==> src/rtl/wave_cordic_sched.sv <==
// Round-robin scheduler that time-shares one CORDIC core between NCH waveform channels.
// Handshake: a channel holds req high until its one-cycle ack; results return on out_valid/out_ch.
module wave_cordic_sched #(
    parameter int NCH     = 4,
    parameter int ANGLE_W = 16,
    parameter int DATA_W  = 12,
    parameter int X_INIT  = 1215,
    parameter int TMO     = 63,
    localparam int CW     = (NCH > 1) ? $clog2(NCH) : 1
) (
    input  logic                   clock,
    input  logic                   resetn,
    input  logic [NCH-1:0]         req,
    input  logic [NCH*ANGLE_W-1:0] ch_angle,
    output logic [NCH-1:0]         ack,
    output logic                   cordic_start,
    output logic [ANGLE_W-1:0]     cordic_angle,
    output logic [DATA_W-1:0]      cordic_x,
    output logic [DATA_W-1:0]      cordic_y,
    input  logic                   cordic_done,
    input  logic [DATA_W-1:0]      cordic_sin,
    input  logic [DATA_W-1:0]      cordic_cos,
    output logic                   out_valid,
    output logic [CW-1:0]          out_ch,
    output logic [DATA_W-1:0]      out_sin,
    output logic [DATA_W-1:0]      out_cos,
    output logic                   err_timeout
);

    typedef enum logic [1:0] {
        IDLE    = 2'd0,
        ISSUE   = 2'd1,
        WAIT    = 2'd2,
        DELIVER = 2'd3
    } state_t;

    localparam logic [7:0] TMO_C = 8'(TMO);

    state_t               state_q;
    logic [CW-1:0]        last_grant_q;
    logic [CW-1:0]        cur_ch_q;
    logic [7:0]           cnt_q;
    logic [NCH-1:0]       ack_q;
    logic                 start_q;
    logic [ANGLE_W-1:0]   angle_q;
    logic [DATA_W-1:0]    x_q;
    logic [DATA_W-1:0]    y_q;
    logic                 out_valid_q;
    logic [CW-1:0]        out_ch_q;
    logic [DATA_W-1:0]    sin_q;
    logic [DATA_W-1:0]    cos_q;
    logic                 err_q;

    logic                 gnt_vld_d;
    logic [CW-1:0]        gnt_ch_d;
    logic [ANGLE_W-1:0]   gnt_angle_d;
    logic [NCH-1:0]       ack_d;

    // Search starts one past the last grant so every requester is served within NCH grants.
    always_comb begin
        gnt_vld_d = 1'b0;
        gnt_ch_d  = '0;
        for (int i = 1; i <= NCH; i++) begin
            if (!gnt_vld_d && req[(int'(last_grant_q) + i) % NCH]) begin
                gnt_vld_d = 1'b1;
                gnt_ch_d  = CW'((int'(last_grant_q) + i) % NCH);
            end
        end
        gnt_angle_d = ch_angle[int'(gnt_ch_d)*ANGLE_W +: ANGLE_W];
        ack_d = '0;
        for (int i = 0; i < NCH; i++) begin
            ack_d[i] = gnt_vld_d && (int'(gnt_ch_d) == i);
        end
    end

    always_ff @(posedge clock) begin
        if (!resetn) begin
            state_q      <= IDLE;
            last_grant_q <= CW'(NCH - 1);
            cur_ch_q     <= '0;
            cnt_q        <= '0;
            ack_q        <= '0;
            start_q      <= 1'b0;
            angle_q      <= '0;
            x_q          <= '0;
            y_q          <= '0;
            out_valid_q  <= 1'b0;
            out_ch_q     <= '0;
            sin_q        <= '0;
            cos_q        <= '0;
            err_q        <= 1'b0;
        end else begin
            ack_q       <= '0;
            start_q     <= 1'b0;
            out_valid_q <= 1'b0;
            x_q         <= DATA_W'(X_INIT);
            y_q         <= '0;
            case (state_q)
                IDLE: begin
                    if (gnt_vld_d) begin
                        ack_q        <= ack_d;
                        angle_q      <= gnt_angle_d;
                        cur_ch_q     <= gnt_ch_d;
                        last_grant_q <= gnt_ch_d;
                        state_q      <= ISSUE;
                    end
                end
                ISSUE: begin
                    start_q <= 1'b1;
                    cnt_q   <= '0;
                    state_q <= WAIT;
                end
                WAIT: begin
                    // A done arriving on the final allowed cycle still wins over the timeout.
                    if (cordic_done) begin
                        sin_q       <= cordic_sin;
                        cos_q       <= cordic_cos;
                        out_valid_q <= 1'b1;
                        out_ch_q    <= cur_ch_q;
                        state_q     <= DELIVER;
                    end else if (cnt_q + 8'd1 == TMO_C) begin
                        err_q   <= 1'b1;
                        state_q <= IDLE;
                    end else begin
                        cnt_q <= cnt_q + 8'd1;
                    end
                end
                DELIVER: state_q <= IDLE;
                default: state_q <= IDLE;
            endcase
        end
    end

    assign ack          = ack_q;
    assign cordic_start = start_q;
    assign cordic_angle = angle_q;
    assign cordic_x     = x_q;
    assign cordic_y     = y_q;
    assign out_valid    = out_valid_q;
    assign out_ch       = out_ch_q;
    assign out_sin      = sin_q;
    assign out_cos      = cos_q;
    assign err_timeout  = err_q;

endmodule

==> config.mk <==
export PLATFORM = sky130hd
export DESIGN_NAME = wave_cordic_sched
export DESIGN_NICKNAME = d
export VERILOG_FILES = /design/src/rtl/wave_cordic_sched.sv
export SDC_FILE = /design/constraint.sdc
export NUM_CORES = 1
export LEC_CHECK = 0
export ABC_AREA = 1
export BUFFER_PORTS_ARGS = -buffer_cell sky130_fd_sc_hd__buf_2
export CORE_MARGIN = 1
export CORE_UTILIZATION = 40
export DETAILED_ROUTE_END_ITERATION = 7
export PLACE_DENSITY = 0.71
export SLEW_MARGIN = 20
export SYNTH_ARGS = -nofsm -noshare
export SYNTH_HDL_FRONTEND = slang
export SYNTH_SLANG_ARGS = --single-unit
==> constraint.sdc <==
create_clock -name clock -period 2.18 [get_ports clock]
set_input_delay 0.545 -clock clock [delete_from_list [all_inputs] [get_ports clock]]
set_output_delay 0.545 -clock clock [all_outputs]
set_load 0.01 [all_outputs]
==> results.cfg <==
[worst_setup_path]
cpLargestDelayFamily = simple AND/OR/NAND/NOR gates
crit_chain = inv_6 > nand2_1 > nand2_1 > nand2_2 > nand2_4 > nor2_8 > nand3_4 > nand3_2 > nand2_2 > inv_2 > nand3_1 > nand3_1 > nor2_1 > nor2_1
cp_slowest_cell = dfxtp_2
critPathKind = register to register
r2r_start = last_grant_q[0]
crit_buf_inv = 2
reg2reg_to = cordic_angle[5]
reg2regPathDepth = 14
rrSetupSlack_ns = 0.19
cp_max_fo = 19
cp.arrival_ns = 2.26
slowest_delay_ns = 0.45
critPathLaunchType = register
cp_data_required_time_ns = 2.45
critPathCaptureType = register

[sta]
hold_viol = 0
setup_ws_ns = 0.191
max_freq_mhz = 503
maxSlewViolCount = 0
period_share = 0.912
rsz0062_at_grt = no
post-route-min-period_ns = 1.99
setup_viol = 0
finalSetupTns_ns = 0
finClkSkew_ns = 0.00561

[floorplan]
io_pins = 168
dieHeight_um = 95.1
initial_core_util = 0.418
die_w_um = 95.1
core_area_sq_mm = 0.00830
dieArea_sq_mm = 0.00905
core.rowCount = 33

[min_path]
hold_path_class = primary input to register
hold_start = cordic_sin[5]
hold_depth = 3
hold_path_end = out_sin[5]

[synth]
ys_seq_elements = 64
synth_most_common_cell = nand2_1
yosys_most_used_dff = dfxtp_1
postSynthAreaPerCell_sq_um = 6.84
syn_area_sq_mm = 0.00347
synth_common_cells = nand2_1 (162), nand3_1 (69), dfxtp_1 (64)
synth.distinct_cells = 32
synthTopCellsByArea = dfxtp_1 (37%), nand2_1 (18%), nand3_1 (10%)
netlist.top_cell.by_area = dfxtp_1
syn_inst = 507
synth_top_area_frac = 0.369
synth-seq-area-share = 0.369
synth_enable_flop_cells = 0
yosys_warnings = 0
postSynth.asyncResetShare = 0

[pwr]
p_leak_nw = 2.32
swShare = 0.470
max-vdd-ir-drop_mv = 0.948
power_frac_seq = 0.250
power.density_mw_per_mm2 = 1400
power.total_mw = 6.17
clkPwrFrac = 0.156
intPower_mw = 3.27
comb_power_share = 0.594
switching_power_mw = 2.90

[detailed_routing]
wire_per_inst_um = 11.7
route.detailed.drc = 0
drt-total-wl_um = 8910
drt_first_pass_iters = 4
vias = 3656
first_iter_violations = 173
ant_nets = 0
vias_per_cell = 4.79

[final_layout]
antenna_cells = 0
drive_above_1_share = 0.324
area_growth_pct = 27.4
fin_nets = 750
fill_cells = 845

[clock_network]
cts_root_buffer = clkbuf_8
clkSinkCount = 64
clk-insertion-delay-late_ns = 0.34
htree_levels = 3
clk_pin_slew_worst_paths_ns = 0.07
hold_buffers = 0
numCtsBuffers = 9
clock_path_buffers = 2
cts_tree = built

[grt]
use_met1 = 0.242
antenna_found_initial = 0
grt_usage = 0.201
use_met2 = 0.346
grt_pass1_wl_um = 14200
grt_max_degree = 34
overflow = 0
met3_usage = 0.0518
busiest_layer = met2
grt_pass1_vias = 3169

[placed_design]
io_buffers = 151
gp_congestion = 0.848
preCtsSetupSlack_ns = -0.0267
hpwlAfterDp_um = 6740

[run_status]
status = completed

[run]
maxCapViolCount = 0
==> cell families after synthesis <==
logic type	after synthesis	synth area share
and+or+nand+nor	304	0.399
other	1	0.00108
adders and majority gates	2	0.00721
DFF	64	0.369
AOI/OAI and AO/OA	52	0.0786
buffers and inverters	78	0.130
xor gates and xnor gates	6	0.0151
==> how the worst max path moves through the flow <==
| stage | start | end | slack (ns) | depth (start not counted) |
|---|---|---|---|---|
| after floorplan | req[1] | cordic_angle[15] | 0.29 | 14 |
| after global placement | req[1] | cordic_angle[13] | 0.04 | 15 |
| after detailed placement | req[1] | cordic_angle[13] | -0.03 | 15 |
| after CTS | last_grant_q[0] | cordic_angle[13] | 0.05 | 15 |
| after global routing | last_grant_q[1] | cordic_angle[1] | 0.007 | 14 |
| final | last_grant_q[0] | cordic_angle[5] | 0.19 | 14 |
==> worst reg2reg max path: stages, from the launching register on <==
cell and delay, ns:
dfxtp_2 0.45, inv_6 0.09, nand2_1 0.07, nand2_1 0.07, nand2_2 0.09, nand2_4 0.08
nor2_8 0.11, nand3_4 0.10, nand3_2 0.08, nand2_2 0.10, inv_2 0.28, nand3_1 0.13
nand3_1 0.14, nor2_1 0.05, nor2_1 0.08
==> cell usage in the layout (no fill, tap or decap), types with 3 or more instances in the layout <==
cell	count
inv_1	23
nand3_1	69
nand2_1	162
xor2_1	4
inv_2	5
nor2_1	44
nand2_4	3
conb_1	16
clkbuf_8	9
a21oi_1	37
buf_2	151
dfxtp_1	63
o21ai_0	11
clkinv_2	5
buf_4	15
nand2_2	8
nor3_1	4
==> sequential cells by signal, summed over array words and instances, names as in the netlist, 2 cells and up <==
| signal | count |
|---|---|
| out_sin | 12 |
| cur_ch_q | 2 |
| cordic_angle | 16 |
| last_grant_q | 2 |
| ack | 4 |
| out_ch | 2 |
| state_q | 2 |
| cnt_q | 8 |
| out_cos | 12 |
==> power groups by stage <==
stage / Clock [mW] / Combinational [mW] / Sequential, mW
4_1_cts: 1.00 / 3.69 / 1.54
6_report: 0.965 / 3.66 / 1.54
2_1_floorplan: 0 / 2.83 / 1.61
5_1_grt: 1.05 / 4.11 / 1.57
3_5_place_dp: 0 / 3.67 / 1.56
3_3_place_gp: 0 / 3.60 / 1.56
==> through the flow <==
stage	cell area [sq um]	hold WS, ns	util	std cells
after floorplan	3530	0.441	-	522
after global placement	4230	0.449	0.510	747
after detailed placement	4230	0.452	0.510	747
after CTS	4420	0.429	0.532	763
after global routing	4420	0.440	0.533	763
final	4420	0.446	0.533	763
==> final cells by class <==
cell class	instances	area [sq um]	area share
Inverter	30	118	0.0266
Timing Repair Buffer	168	908	0.205
Multi-Input combinational cell	380	1790	0.406
Clock buffer	9	124	0.0280
Sequential cell	64	1280	0.290
Clock inverter	7	62.6	0.0142
Tap cell	105	131	0.0297
==> routing by layer <==
metal	part of all wire	up-vias
met4	0.015	0
met3	0.060	11
met5	0	-
met1	0.42	1663
li1	-	1875
met2	0.51	107
==> timing repair <==
item / CTS / global route
gates resized for setup: 0 / 1
buffers inserted: 0 / 0
setup endpoints to repair: 0 / 19
hold endpoints to repair: 0 / 0
Note: power is estimated with default switching activity, not from simulation.
